**src/rtl/multi_flux_pkg.sv**
```systemverilog
`default_nettype none
// ============================================================================
// Module   : multi_flux_pkg
// Purpose  : Shared constants and token helpers for the multi-flux FIFO.
// Revision : 1.0
// ============================================================================
package multi_flux_pkg;

  localparam int DEF_FLUX       = 2;
  localparam int DEF_DATA_WIDTH = 8;
  localparam int DEF_DEPTH      = 4;
  localparam int TOKEN_MAX_W    = 64;

  // A single-flux build still carries a one-bit tag.
  function automatic int tag_width(input int flux);
    return (flux > 1) ? $clog2(flux) : 1;
  endfunction

  function automatic logic [31:0] token_tag(input logic [TOKEN_MAX_W-1:0] tok,
                                            input int data_w,
                                            input int tag_w);
    logic [TOKEN_MAX_W-1:0] mask;
    mask = (TOKEN_MAX_W'(1) << tag_w) - TOKEN_MAX_W'(1);
    return 32'((tok >> data_w) & mask);
  endfunction

  function automatic logic [TOKEN_MAX_W-1:0] token_payload(input logic [TOKEN_MAX_W-1:0] tok,
                                                           input int data_w);
    return tok & ((TOKEN_MAX_W'(1) << data_w) - TOKEN_MAX_W'(1));
  endfunction

endpackage
`default_nettype wire

```
**src/rtl/flux_fifo.sv**
```systemverilog
`default_nettype none
// ============================================================================
// Module   : flux_fifo
// Purpose  : Single-flux circular FIFO with registered count, full and empty.
// Revision : 1.0
// ============================================================================
module flux_fifo
  import multi_flux_pkg::*;
#(
  parameter int WIDTH = DEF_DATA_WIDTH + 1,
  parameter int DEPTH = DEF_DEPTH
) (
  input  logic             clk,
  input  logic             rst,
  input  logic             push,
  input  logic             pop,
  input  logic [WIDTH-1:0] din,
  output logic [WIDTH-1:0] dout,
  output logic             full,
  output logic             empty
);

  localparam int AW = $clog2(DEPTH);
  localparam int CW = AW + 1;

  logic [WIDTH-1:0] mem_q [DEPTH];
  logic [AW-1:0]    wr_ptr_q, wr_ptr_d;
  logic [AW-1:0]    rd_ptr_q, rd_ptr_d;
  logic [CW-1:0]    count_q, count_d;
  logic             push_ok;
  logic             pop_ok;

  assign full    = (count_q == CW'(DEPTH));
  assign empty   = (count_q == '0);
  assign push_ok = push && !full;
  assign pop_ok  = pop && !empty;
  assign dout    = mem_q[rd_ptr_q];

  // Pointers wrap naturally since DEPTH is a power of two.
  always_comb begin
    wr_ptr_d = wr_ptr_q;
    rd_ptr_d = rd_ptr_q;
    count_d  = count_q;
    if (push_ok) wr_ptr_d = wr_ptr_q + AW'(1);
    if (pop_ok)  rd_ptr_d = rd_ptr_q + AW'(1);
    case ({push_ok, pop_ok})
      2'b10:   count_d = count_q + CW'(1);
      2'b01:   count_d = count_q - CW'(1);
      default: count_d = count_q;
    endcase
  end

  always_ff @(posedge clk or negedge rst) begin
    if (!rst) begin
      wr_ptr_q <= '0;
      rd_ptr_q <= '0;
      count_q  <= '0;
    end else begin
      wr_ptr_q <= wr_ptr_d;
      rd_ptr_q <= rd_ptr_d;
      count_q  <= count_d;
    end
  end

  always_ff @(posedge clk) begin
    if (push_ok) mem_q[wr_ptr_q] <= din;
  end

endmodule
`default_nettype wire

```
**src/rtl/multi_flux_fifo.sv**
```systemverilog
`default_nettype none
// ============================================================================
// Module   : multi_flux_fifo
// Purpose  : Per-flux tagged FIFOs with round-robin registered output.
//            Optional drop counter enabled by MULTI_FLUX_FIFO_DROP_CNT_EN.
// Revision : 1.0
// ============================================================================
module multi_flux_fifo
  import multi_flux_pkg::*;
#(
  parameter int FLUX       = DEF_FLUX,
  parameter int DATA_WIDTH = DEF_DATA_WIDTH,
  parameter int TAG_WIDTH  = tag_width(FLUX),
  parameter int WIDTH      = DATA_WIDTH + TAG_WIDTH,
  parameter int DEPTH      = DEF_DEPTH
) (
  input  logic             clk,
  input  logic             rst,
  input  logic             in_port_write,
  input  logic [WIDTH-1:0] in_port_datain,
  output logic [FLUX-1:0]  in_port_full,
  output logic             out_port_write,
  output logic [WIDTH-1:0] out_port_dataout,
  input  logic             out_port_full
`ifdef MULTI_FLUX_FIFO_DROP_CNT_EN
  ,
  output logic [15:0]      drop_cnt
`endif
);

  logic [TAG_WIDTH-1:0] tag;
  logic [FLUX-1:0]      push_vec;
  logic [FLUX-1:0]      pop_vec;
  logic [FLUX-1:0]      full_vec;
  logic [FLUX-1:0]      empty_vec;
  logic [WIDTH-1:0]     fifo_dout [FLUX];
  logic                 found;
  int                   gnt;

  logic [TAG_WIDTH-1:0] rr_q, rr_d;
  logic                 out_write_q, out_write_d;
  logic [WIDTH-1:0]     out_data_q, out_data_d;

  for (genvar k = 0; k < FLUX; k++) begin : g_flux
    flux_fifo #(
      .WIDTH (WIDTH),
      .DEPTH (DEPTH)
    ) u_fifo (
      .clk   (clk),
      .rst   (rst),
      .push  (push_vec[k]),
      .pop   (pop_vec[k]),
      .din   (in_port_datain),
      .dout  (fifo_dout[k]),
      .full  (full_vec[k]),
      .empty (empty_vec[k])
    );
  end

  // Out-of-range tags match no flux and therefore fall through as drops.
  always_comb begin
    tag = TAG_WIDTH'(token_tag(TOKEN_MAX_W'(in_port_datain), DATA_WIDTH, TAG_WIDTH));
    for (int k = 0; k < FLUX; k++) begin
      push_vec[k] = in_port_write && (tag == TAG_WIDTH'(k)) && !full_vec[k];
    end
  end

  // Two passes: first the fluxes at or above the priority pointer, then wrap.
  always_comb begin
    found = 1'b0;
    gnt   = 0;
    if (!out_port_full) begin
      for (int k = 0; k < FLUX; k++) begin
        if (!found && !empty_vec[k] && (k >= int'(rr_q))) begin
          found = 1'b1;
          gnt   = k;
        end
      end
      for (int k = 0; k < FLUX; k++) begin
        if (!found && !empty_vec[k]) begin
          found = 1'b1;
          gnt   = k;
        end
      end
    end
  end

  always_comb begin
    pop_vec     = '0;
    out_data_d  = out_data_q;
    out_write_d = found;
    rr_d        = rr_q;
    for (int k = 0; k < FLUX; k++) begin
      if (found && (gnt == k)) begin
        pop_vec[k] = 1'b1;
        out_data_d = fifo_dout[k];
      end
    end
    if (found) rr_d = TAG_WIDTH'((gnt + 1 >= FLUX) ? 0 : gnt + 1);
  end

  always_ff @(posedge clk or negedge rst) begin
    if (!rst) begin
      rr_q        <= '0;
      out_write_q <= 1'b0;
      out_data_q  <= '0;
    end else begin
      rr_q        <= rr_d;
      out_write_q <= out_write_d;
      out_data_q  <= out_data_d;
    end
  end

  assign in_port_full     = full_vec;
  assign out_port_write   = out_write_q;
  assign out_port_dataout = out_data_q;

`ifdef MULTI_FLUX_FIFO_DROP_CNT_EN
  logic        drop;
  logic [15:0] drop_cnt_q, drop_cnt_d;

  always_comb begin
    drop       = in_port_write && (push_vec == '0);
    drop_cnt_d = drop_cnt_q;
    if (drop && (drop_cnt_q != 16'hFFFF)) drop_cnt_d = drop_cnt_q + 16'd1;
  end

  always_ff @(posedge clk or negedge rst) begin
    if (!rst) drop_cnt_q <= '0;
    else      drop_cnt_q <= drop_cnt_d;
  end

  assign drop_cnt = drop_cnt_q;
`endif

endmodule
`default_nettype wire

```
**config.mk**
```make
export PLATFORM = sky130hd
export DESIGN_NAME = multi_flux_fifo
export DESIGN_NICKNAME = d
export VERILOG_FILES = /design/src/rtl/multi_flux_pkg.sv /design/src/rtl/flux_fifo.sv /design/src/rtl/multi_flux_fifo.sv
export SDC_FILE = /design/constraint.sdc
export NUM_CORES = 1
export LEC_CHECK = 0
export CORE_ASPECT_RATIO = 1.4
export CORE_MARGIN = 2
export CORE_UTILIZATION = 63
export CTS_BUF_LIST = sky130_fd_sc_hd__clkbuf_8 sky130_fd_sc_hd__clkbuf_16
export CTS_CLUSTER_SIZE = 10
export DETAILED_ROUTE_END_ITERATION = 8
export GPL_ROUTABILITY_DRIVEN = 0
export PLACE_DENSITY = 0.81
export SLEW_MARGIN = 20
export SYNTH_ARGS = -nofsm -noshare
export SYNTH_HDL_FRONTEND = slang
export SYNTH_HIERARCHICAL = 1
export SYNTH_SLANG_ARGS = --single-unit
```
**constraint.sdc**
```tcl
create_clock -name clk -period 7.5 [get_ports clk]
set_clock_uncertainty 0.2 [all_clocks]
set_input_delay 0.75 -clock clk [delete_from_list [all_inputs] [get_ports clk]]
set_output_delay 0.75 -clock clk [all_outputs]
set_load 0.005 [all_outputs]
```
* Yosys cells after proc, flatten, opt, wreduce, memory -nomap -nowiden
Memory sizes are Yosys's and may differ from the RTL's. Index checks and enable logic that the tools add are counted.
Storage, ports and cells: register bits after elaboration 25, bits in writable memories 72, bits of input ports 13, output and inout port bits 12, logic and storage cells 80, memories 2
Cells by class: add/sub/neg operators 9, magnitude comparators 2, eq/ne operators 7, mux-type cells 23, bitwise logic cells 1, reductions and logical operators 27
Memories:
- g_flux[0].u_fifo.mem_q | words 4, width 9, rd ports 1, clocked after Yosys merged registers in 0, wr ports 1, line flux_fifo.sv:26 | logic [WIDTH-1:0] mem_q [DEPTH];
- g_flux[1].u_fifo.mem_q | words 4, width 9, rd ports 1, clocked after Yosys merged registers in 0, wr ports 1, line flux_fifo.sv:26
Operators by type and width (number):
- 32-bit 2-to-1 mux | 3
- 32-bit by 2-bit adder with 32-bit output, second input constant | 1
- 32-bit by 2-bit equality test with 1-bit output, second input constant | 1
- 32-bit by 3-bit greater-or-equal comparator with 1-bit output, second input constant | 1
- 32-bit logical NOT | 1
- 9-bit 2-to-1 mux | 2
- 1-bit 2-to-1 mux | 16
- 1-bit logical AND | 14
- 3-bit one-hot mux with 2 select lines | 2
- 2-bit by 1-bit adder with 2-bit output, second input constant | 4
- 1-bit logical NOT | 7
- 3-bit by 1-bit adder with 3-bit output, second input constant | 2
- 3-bit equality test, second input constant | 2
- 3-bit logical NOT | 2
- 2-bit nonzero test | 3
- 3-bit by 1-bit subtractor with 3-bit output, second input constant | 2
- 2-bit by 1-bit equality test with 1-bit output, second input constant | 2
- 2-bit equality test, second input constant | 2
- 1-bit greater-or-equal comparator, first input constant | 1
- 1-bit NOT | 1

* Longest topological paths before layout
Gate-level depths: netlist (run 1).
word-level depth 23, gate-level depth with buffers 12, depth with buffers taken out 11

* Modules after synthesis
Netlist (run 1), hierarchy kept.
Modules (own cells, without submodules):
- flux_fifo | times used 2, cells each 85, area each 1726.7 um^2, sequential area each 1256.2 um^2
- multi_flux_fifo | times used 1, cells each 63, area each 624.3 um^2, sequential area each 275.3 um^2

* Least setup slack after synthesis (run 1)
No wires, ideal clock.
kind register -> register, from register g_flux[1].u_fifo.count_q[0], to register g_flux[0].u_fifo.count_q[2], data arrival time 2.440 ns, data required time 7.221 ns, setup slack 4.780 ns, cell stages (with the launch flop) 12, buffers on the path 1, cell sequence dfrtp_1 nor3_1 buf_2 nor3_2 nor2b_1 o31a_2 ha_1 inv_1 fa_1 xor2_1 nor2_1 xor2_1
Between the ends: cells in the longest elaborated chain, start to end 19, elaborated cells between the ends (all ways) 25
RTL lines:
- start, declared | line flux_fifo.sv:29 | logic [CW-1:0] count_q, count_d;
- start signal, assigned | line flux_fifo.sv:61 | count_q <= count_d;
- 3-bit logical NOT (*) | line flux_fifo.sv:34 | assign empty = (count_q == '0);
- via empty_vec[1] | line multi_flux_fifo.sv:35 | logic [FLUX-1:0] empty_vec;
- 1-bit logical NOT (*) | line multi_flux_fifo.sv:74, multi_flux_fifo.sv:80
- 1-bit logical AND | line multi_flux_fifo.sv:74 | if (!found && !empty_vec[k] && (k >= int'(rr_q))) begin
- 1-bit 2-to-1 mux | line multi_flux_fifo.sv:74
- 1-bit 2-to-1 mux | line multi_flux_fifo.sv:72 | if (!out_port_full) begin
- 1-bit logical NOT | line multi_flux_fifo.sv:80 | if (!found && !empty_vec[k]) begin
- 1-bit logical AND | line multi_flux_fifo.sv:80
- (+6 left out)
- 32-bit logical NOT | line multi_flux_fifo.sv:94 | if (found && (gnt == k)) begin
- 1-bit logical AND (*) | line multi_flux_fifo.sv:94
- 1-bit 2-to-1 mux (*) | line multi_flux_fifo.sv:94
- via pop_vec[0] | line multi_flux_fifo.sv:33 | logic [FLUX-1:0] pop_vec;
- 1-bit logical AND (*) | line flux_fifo.sv:36 | assign pop_ok = pop && !empty;
- via g_flux[0].u_fifo.pop_ok | line flux_fifo.sv:31 | logic pop_ok;
- 2-bit by 1-bit equality test with 1-bit output or 2-bit equality test (tied branches) | line flux_fifo.sv:46 | case ({push_ok, pop_ok})
- 3-bit one-hot mux with 2 select lines or 2-bit nonzero test (tied branches)
- end signal, assigned | line flux_fifo.sv:61
- end, declared | line flux_fifo.sv:29
The timed path passes the listed nets; every way through them passes the cells marked *. The select of a mux whose other input is x is not followed. A chain may end at the register's enable or synchronous reset.

* Worst setup path in the final report (run 1)
from input port out_port_full, to register g_flux[0].u_fifo.count_q[2]
Between the ends: cells in the longest elaborated chain, start to end 7, elaborated cells between the ends (all ways) 10
RTL lines:
- start, declared | line multi_flux_fifo.sv:24 | input logic out_port_full
- 32-bit 2-to-1 mux | line multi_flux_fifo.sv:72
- 32-bit logical NOT | line multi_flux_fifo.sv:94
- 1-bit logical AND (*) | line multi_flux_fifo.sv:94
- 1-bit 2-to-1 mux (*) | line multi_flux_fifo.sv:94
- via pop_vec[0] | line multi_flux_fifo.sv:33
- 1-bit logical AND (*) | line flux_fifo.sv:36
- via g_flux[0].u_fifo.pop_ok | line flux_fifo.sv:31
- 2-bit by 1-bit equality test with 1-bit output or 2-bit equality test (tied branches) | line flux_fifo.sv:46
- 3-bit one-hot mux with 2 select lines or 2-bit nonzero test (tied branches)
The timed path passes the listed nets; every way through them passes the cells marked *.

==> results of run 1 <==
## flip-flops by register name, indices dropped and copies added (netlist names)
signal,count
g_flux.u_fifo/mem_q,72
out_port_dataout,9
g_flux.u_fifo/count_q,6
g_flux.u_fifo/rd_ptr_q,4
g_flux.u_fifo/wr_ptr_q,4
out_port_write,1
rr_q,1
## cell usage in the layout (no fill, tap or decap), types with 2 or more instances in the layout
master           Yosys  final
and2_4               2      2
clkdlybuf4s50_1      0     24
mux2_4               2      2
buf_4                1      3
o31a_2               2      2
dfrtp_1             25     25
a2111oi_2            2      2
or3b_4               2      2
inv_1               14     14
nor4_1               9      9
edfxtp_1            72     72
inv_6                0      3
nor2_1              14     14
nand2_1              3      3
nor3_1              10     10
and3_2               8      8
fa_1                 2      2
mux2i_1              2      2
nor3_2               2      2
a2111oi_1            7      7
ha_1                10     10
xnor2_1              6      6
clkbuf_8             0      9
xor2_1               6      6
clkinvlp_4           0      2
mux4_2              18     18
## logic make-up after synthesis
| logic type | synth area share (%) |
|---|---|
| DFF | 68.4 |
| and+or+nand+nor | 7.61 |
| buffers and inverters | 2.88 |
| muxes | 11.2 |
| AOI/OAI and AO/OA | 3.34 |
| xor gates and xnor gates | 2.58 |
| adders and majority gates | 4.05 |
## worst reg2reg max path: stages (launching register included)
cell and delay [ns]:
dfrtp_1 0.45, nor3_1 0.21, buf_4 0.23, nor2_2 0.13, nor3_2 0.32, o31a_2 0.26, ha_1 0.18, inv_1 0.06
fa_1 0.37, xor2_1 0.18, nor2_1 0.07, xor2_1 0.13
## metrics by stage
step	utilization (%)	hold slack, ns	setup WS, ns	cell area (sq um)	std cells
global route	72.7	0.354	3.96	4550	338
floorplan	-	0.254	4.78	4080	233
finish	72.7	0.319	4.10	4550	338
global placement	69.9	0.300	3.82	4370	322
detailed placement	69.9	0.309	3.73	4370	322
CTS	72.7	0.321	4.15	4550	338
## layer usage
metal | global-route usage, % | up-vias
met5 | 0 | -
met4 | 8.13 | 0
met3 | 5.07 | 10
met2 | 36.1 | 67
met1 | 29.8 | 1050
li1 | - | 956
## power breakdown
part           switching, uW  internal [uW]
Combinational            231            284
Sequential               124            691
Clock                    180            123
Total                    535           1100
## layout make-up
class	count	area share, %
Sequential cell	97	61.3
Multi-Input combinational cell	111	25.8
Timing Repair Buffer	27	5.78
Clock buffer	9	2.72
Tap cell	72	1.98
Inverter	15	1.24
Clock inverter	7	1.18
## worst paths after layout
path | start | end | slack (ns) | cells after the start
min | g_flux[1].u_fifo/count_q[2]$_DFFE_PN0P_ | g_flux[1].u_fifo/count_q[2]$_DFFE_PN0P_ | 0.32 | 1
max | out_port_full | g_flux[0].u_fifo/count_q[2]$_DFFE_PN0P_ | 4.10 | 10
max in group asynchronous | rst | rr_q$_DFFE_PN0P_ | 6.28 | 2
max reg2reg | g_flux[0].u_fifo/count_q[0]$_DFFE_PN0P_ | g_flux[1].u_fifo/count_q[2]$_DFFE_PN0P_ | 4.60 | 11
min reg2reg | g_flux[1].u_fifo/count_q[2]$_DFFE_PN0P_ | g_flux[1].u_fifo/count_q[2]$_DFFE_PN0P_ | 0.32 | 1
min in group asynchronous | rst | out_port_dataout[3]$_DFFE_PN0P_ | 0.55 | 2
==> key figures, run 1 <==
Synth
  • Synth cell types: 30
  • Flops & latches, synth: 97
  • Post-synth net total: 258
  • Post-synth top cells: edfxtp_1, dfrtp_1, mux4_2, inv_1, nor2_1
  • Leading area contributor after synthesis: edfxtp_1
  • Ys flop type: edfxtp_1
  • Syn_area_per_cell: 17.5 sq um
  • Mapped Area: 4080 sq um
  • Synthesis Warnings: 6
  • Number of synthesized flops with an enable pin: 72
  • Sequential area share after synthesis: 68.4%
  • Most frequent cell after synthesis: edfxtp_1
  • Asr flop ratio synth: 25.8%
  • Area contributors post-synth: edfxtp_1, dfrtp_1, mux4_2, ha_1, a2111oi_1
  • Post-synth top area share: 53.0%
  • Synth Instances: 233

Critical path
  • CP top delay family: buffers and inverters
  • Critical setup path kind: in -> reg
  • CP Capture Type: flop
  • CP Data Required Time: 7.59 ns
  • Slowest CP cell: clkdlybuf4s50_1
  • Crit path DAT: 3.49 ns
  • Most common cell on crit path: xor2_1
  • Buf/Inv on CP: 2
  • Critical-path cell list: clkdlybuf4s50_1, a21oi_4, nor2b_1, o31a_2, ha_1, inv_1, fa_1, xor2_1, nor2_1, xor2_1
  • Startpoint types: primary input
  • Worst Path Max Fanout: 20
  • Max incr delay on CP: 0.81 ns

CTS
  • Num CTS Buffers: 9
  • # clock sinks: 97
  • Postcts setup bufs: 0
  • Max Buffers Root-to-Sink: 2
  • Clk slew on worst S/H paths: 0.09 ns
  • CTS tree: done
  • CTS root buffer: clkbuf_8
  • Clock Latency Late Sink: 0.36 ns
  • CTS resizes: 0
  • Hold-fix buffers, CTS: 0
  • H-Tree Level Count: 3

Floorplan
  • Chip width: 72.0 um
  • IO Count: 25
  • Starting density of the core: 65.2%
  • Core Footprint: 6250 sq um
  • Die Ht: 99.2 um
  • Die area: 7140 sq um
  • FP Rows: 34

Timing
  • Final Cycle Share: 45.3%
  • Hold Fails Final Rpt: 0
  • RSZ-0062 raised after global routing: no
  • Setup TNS: 0 ns
  • FMAX: 294 MHz
  • Final Critical Period: 3.40 ns
  • Worst slew pin tran: 0.808 ns
  • Count of pins over their slew limit: 0
  • Slew headroom: 45.9%
  • Final setup viols: 0

Route
  • Met3 WL: 358 um
  • WL met1: 2890 um
  • Vias per cell: 6.16
  • DRC Markers: 0
  • First-pass detailed-route iteration total: 4
  • Drt first-iter violations: 190
  • Drt total wl: 7010 um
  • Vias: 2083
  • DR WL/cell: 20.7 um
  • Top layer in use: met4
  • Met2 Wirelength: 3630 um
  • Routed Antenna Nets: 0

Place
  • DP Wirelength: 4890 um
  • Port bufs: 24

Pwr
  • Standby leakage power: 0.00161 uW
  • PwrDens: 359 nW/um^2
  • Total Power: 1630 uW
  • Peak VDD IR: 0.000206 V

GRT
  • Grt total ovfl: 0
  • Vias in the first global route: 2155
  • Overall Global Routing Usage: 22.3%
  • Initial antenna violation count: 0
  • First-pass GRT wire length: 11300 um
  • Pin count of the biggest net entering global routing: 26

Run
  • Max cap viols: 0

Cells and area
  • Nets@finish: 286
  • Area growth syn-to-layout: 11.5%
  • Fillers: 403
  • Layout cells sized above 1: 22.2%
  • Multi-input logic area: 1170 sq um
  • # diodes: 0
  • Register area: 2790 sq um

Worst hold path
  • Hold WC Path Type: reg -> reg

Status
  • Status: finished clean
No activity file was read; power rests on OpenSTA's default activity.
==> inputs of run 2 (changes only) <==
--- a/config.mk
+++ b/config.mk
@@ -7,12 +7,12 @@
 export LEC_CHECK = 0
 export CORE_ASPECT_RATIO = 1.4
 export CORE_MARGIN = 2
-export CORE_UTILIZATION = 63
+export CORE_UTILIZATION = 53
 export CTS_BUF_LIST = sky130_fd_sc_hd__clkbuf_8 sky130_fd_sc_hd__clkbuf_16
 export CTS_CLUSTER_SIZE = 10
 export DETAILED_ROUTE_END_ITERATION = 8
 export GPL_ROUTABILITY_DRIVEN = 0
-export PLACE_DENSITY = 0.81
+export PLACE_DENSITY = 0.72
 export SLEW_MARGIN = 20
 export SYNTH_ARGS = -nofsm -noshare
 export SYNTH_HDL_FRONTEND = slang
==> constraint.sdc (replaced) <==
create_clock -name clk -period 3.1 [get_ports clk]
set_clock_uncertainty 0.2 [all_clocks]
set_input_delay 0.31 -clock clk [delete_from_list [all_inputs] [get_ports clk]]
set_output_delay 0.31 -clock clk [all_outputs]
set_load 0.005 [all_outputs]
==> run 2 against run 1 <==
Clock power rose to 2.6 times the previous value. Worst hold slack got worse by 0.20 ns. Register-to-register slack got worse by 4.2 ns. Count of clock-buffer cells in the layout did not move. Sequential power increased by 140%. Non-clock buffer count up 2. Combinational power rose by 150%. Final area grew 1.4%. Critical path depth unchanged. First-iteration DRC count increased by 15%. Critical endpoint unchanged.
==> key figures, run 2 (synthesis gave the netlist of run 1 again) <==
Status
  • Status: finished clean

Route
  • Routed Antenna Nets: 0
  • Vias: 2082
  • DRC Markers: 0
  • DR WL/cell: 21.2 um
  • Drt first-iter violations: 219
  • Drt total wl: 7720 um
  • First-pass detailed-route iteration total: 4
  • Vias per cell: 5.70

CTS
  • CTS root buffer: clkbuf_8
  • Hold-fix buffers, CTS: 0
  • # clock sinks: 97
  • Max Buffers Root-to-Sink: 2
  • Clock Latency Late Sink: 0.36 ns
  • Num CTS Buffers: 9
  • Clk slew on worst S/H paths: 0.09 ns
  • CTS tree: done
  • Postcts setup bufs: 0
  • H-Tree Level Count: 3
  • CTS resizes: 0

Floorplan
  • Core Footprint: 7410 sq um
  • FP Rows: 37
  • Starting density of the core: 55.1%
  • IO Count: 25
  • Die Ht: 108 um
  • Die area: 8420 sq um
  • Chip width: 78.1 um

Timing
  • Setup TNS: 0 ns
  • Slew headroom: 52.5%
  • Worst slew pin tran: 0.713 ns
  • Final Critical Period: 2.73 ns
  • Final Cycle Share: 88.2%
  • Hold Fails Final Rpt: 0
  • FMAX: 366 MHz
  • Final setup viols: 0
  • Count of pins over their slew limit: 0
  • RSZ-0062 raised after global routing: no
  • Worst setup margin: 0.367 ns

Critical path
  • Worst Path Max Fanout: 11
  • Startpoint types: flop
  • CP Capture Type: flop
  • Crit path DAT: 2.81 ns
  • CP Data Required Time: 3.18 ns
  • R2R depth: 10
  • Critical setup path kind: reg -> reg
  • RR Endpoint: g_flux[0].u_fifo/count_q[2]$_DFFE_PN0P_
  • Reg2reg start: rr_q$_DFFE_PN0P_
  • FF-to-FF setup slack: 0.37 ns

Place
  • Pre-CTS setup slack: 0.217 ns
  • Port bufs: 24
  • Placed cells: 349
  • Post-Place Cell Area: 4420 sq um
  • DP Wirelength: 5240 um

Cells and area
  • Non-filler cells in the finished layout: 365
  • Layout cells sized above 1: 22.8%
  • Largest reg by FF count: g_flux.u_fifo/mem_q
  • Nets@finish: 288
  • Area growth syn-to-layout: 13.1%
  • Most frequent cells in the layout: edfxtp_1, dfrtp_1, clkdlybuf4s50_1
  • Commonest non-fill, non-tap cell in the layout: edfxtp_1
  • # diodes: 0
  • Max reg flops: 72
  • Fin area: 4610 sq um

Pwr
  • Standby leakage power: 0.00164 uW
  • Peak VDD IR: 0.000692 V
  • PwrDens: 881 nW/um^2

GRT
  • First-pass GRT wire length: 12100 um
  • Grt total ovfl: 0
  • Vias in the first global route: 2152
  • Overall Global Routing Usage: 20.5%
  • Initial antenna violation count: 0
  • Pin count of the biggest net entering global routing: 26

Worst hold path
  • Hold WC Path Type: in -> async

Run
  • Max cap viols: 0
-- run 2: metal layers --
layer	share of wire [%]	global-route usage (%)	vias up
li1	-	-	960
met1	41	25.6	1062
met2	53	34.9	51
met3	4.1	4.87	9
met4	1.8	7.52	0
met5	0	0	-
-- run 2: worst max-delay path by stage --
stage	from	end	slack, ns	depth (start not counted)
floorplan	g_flux[1].u_fifo/count_q[0]$_DFFE_PN0P_	g_flux[0].u_fifo/count_q[2]$_DFFE_PN0P_	0.38	11
global placement	out_port_full	g_flux[0].u_fifo/count_q[2]$_DFFE_PN0P_	0.29	11
detailed placement	in_port_datain[8]	g_flux[0].u_fifo/count_q[2]$_DFFE_PN0P_	0.22	10
CTS	g_flux[0].u_fifo/count_q[0]$_DFFE_PN0P_	g_flux[1].u_fifo/count_q[2]$_DFFE_PN0P_	0.36	10
global route	g_flux[0].u_fifo/count_q[2]$_DFFE_PN0P_	g_flux[0].u_fifo/count_q[2]$_DFFE_PN0P_	0.11	11
finish	rr_q$_DFFE_PN0P_	g_flux[0].u_fifo/count_q[2]$_DFFE_PN0P_	0.37	10
-- run 2: worst max-delay path, stage by stage (launching register included) --
cell and delay (ns):
dfrtp_1 0.54, nor2_2 0.40, nor3_2 0.12, nor2b_1 0.17, o31a_2 0.20, ha_1 0.18
inv_1 0.06, fa_1 0.37, xor2_1 0.15, nor2_1 0.11, xor2_1 0.17
-- run 2: power by group --
part / switching (uW) / internal (uW) / total [uW]
Sequential: 317 / 1670 / 1990
Combinational: 583 / 695 / 1280
Clock: 425 / 372 / 798
Total: 1320 / 2740 / 4060
-- run 2: metrics by stage --
| stage | hold slack (ns) | util [%] | power, uW |
|---|---|---|---|
| final | 0.120 | 62.3 | 4060 |
| after global routing | 0.142 | 62.3 | 4320 |
| after CTS | 0.125 | 62.3 | 4100 |
| after detailed placement | 0.314 | 59.6 | 3310 |
| after global placement | 0.295 | 59.6 | 3280 |
| after floorplan | -0.186 | - | 2840 |
-- run 2: layout make-up --
class	instances	area, sq um
Timing Repair Buffer	29	278
Sequential cell	97	2790
Tap cell	97	121
Fill cell	556	2800
Clock buffer	9	124
Inverter	15	56.3
Clock inverter	7	72.6
Multi-Input combinational cell	111	1170
==> inputs of run 3 (changes only) <==
--- a/config.mk
+++ b/config.mk
@@ -5,6 +5,7 @@
 export SDC_FILE = /design/constraint.sdc
 export NUM_CORES = 1
 export LEC_CHECK = 0
+export CAP_MARGIN = 25
 export CORE_ASPECT_RATIO = 1.4
 export CORE_MARGIN = 2
 export CORE_UTILIZATION = 53
==> results of run 3 <==
Same layout as run 2: the final DEF is identical, and so are final timing and power.
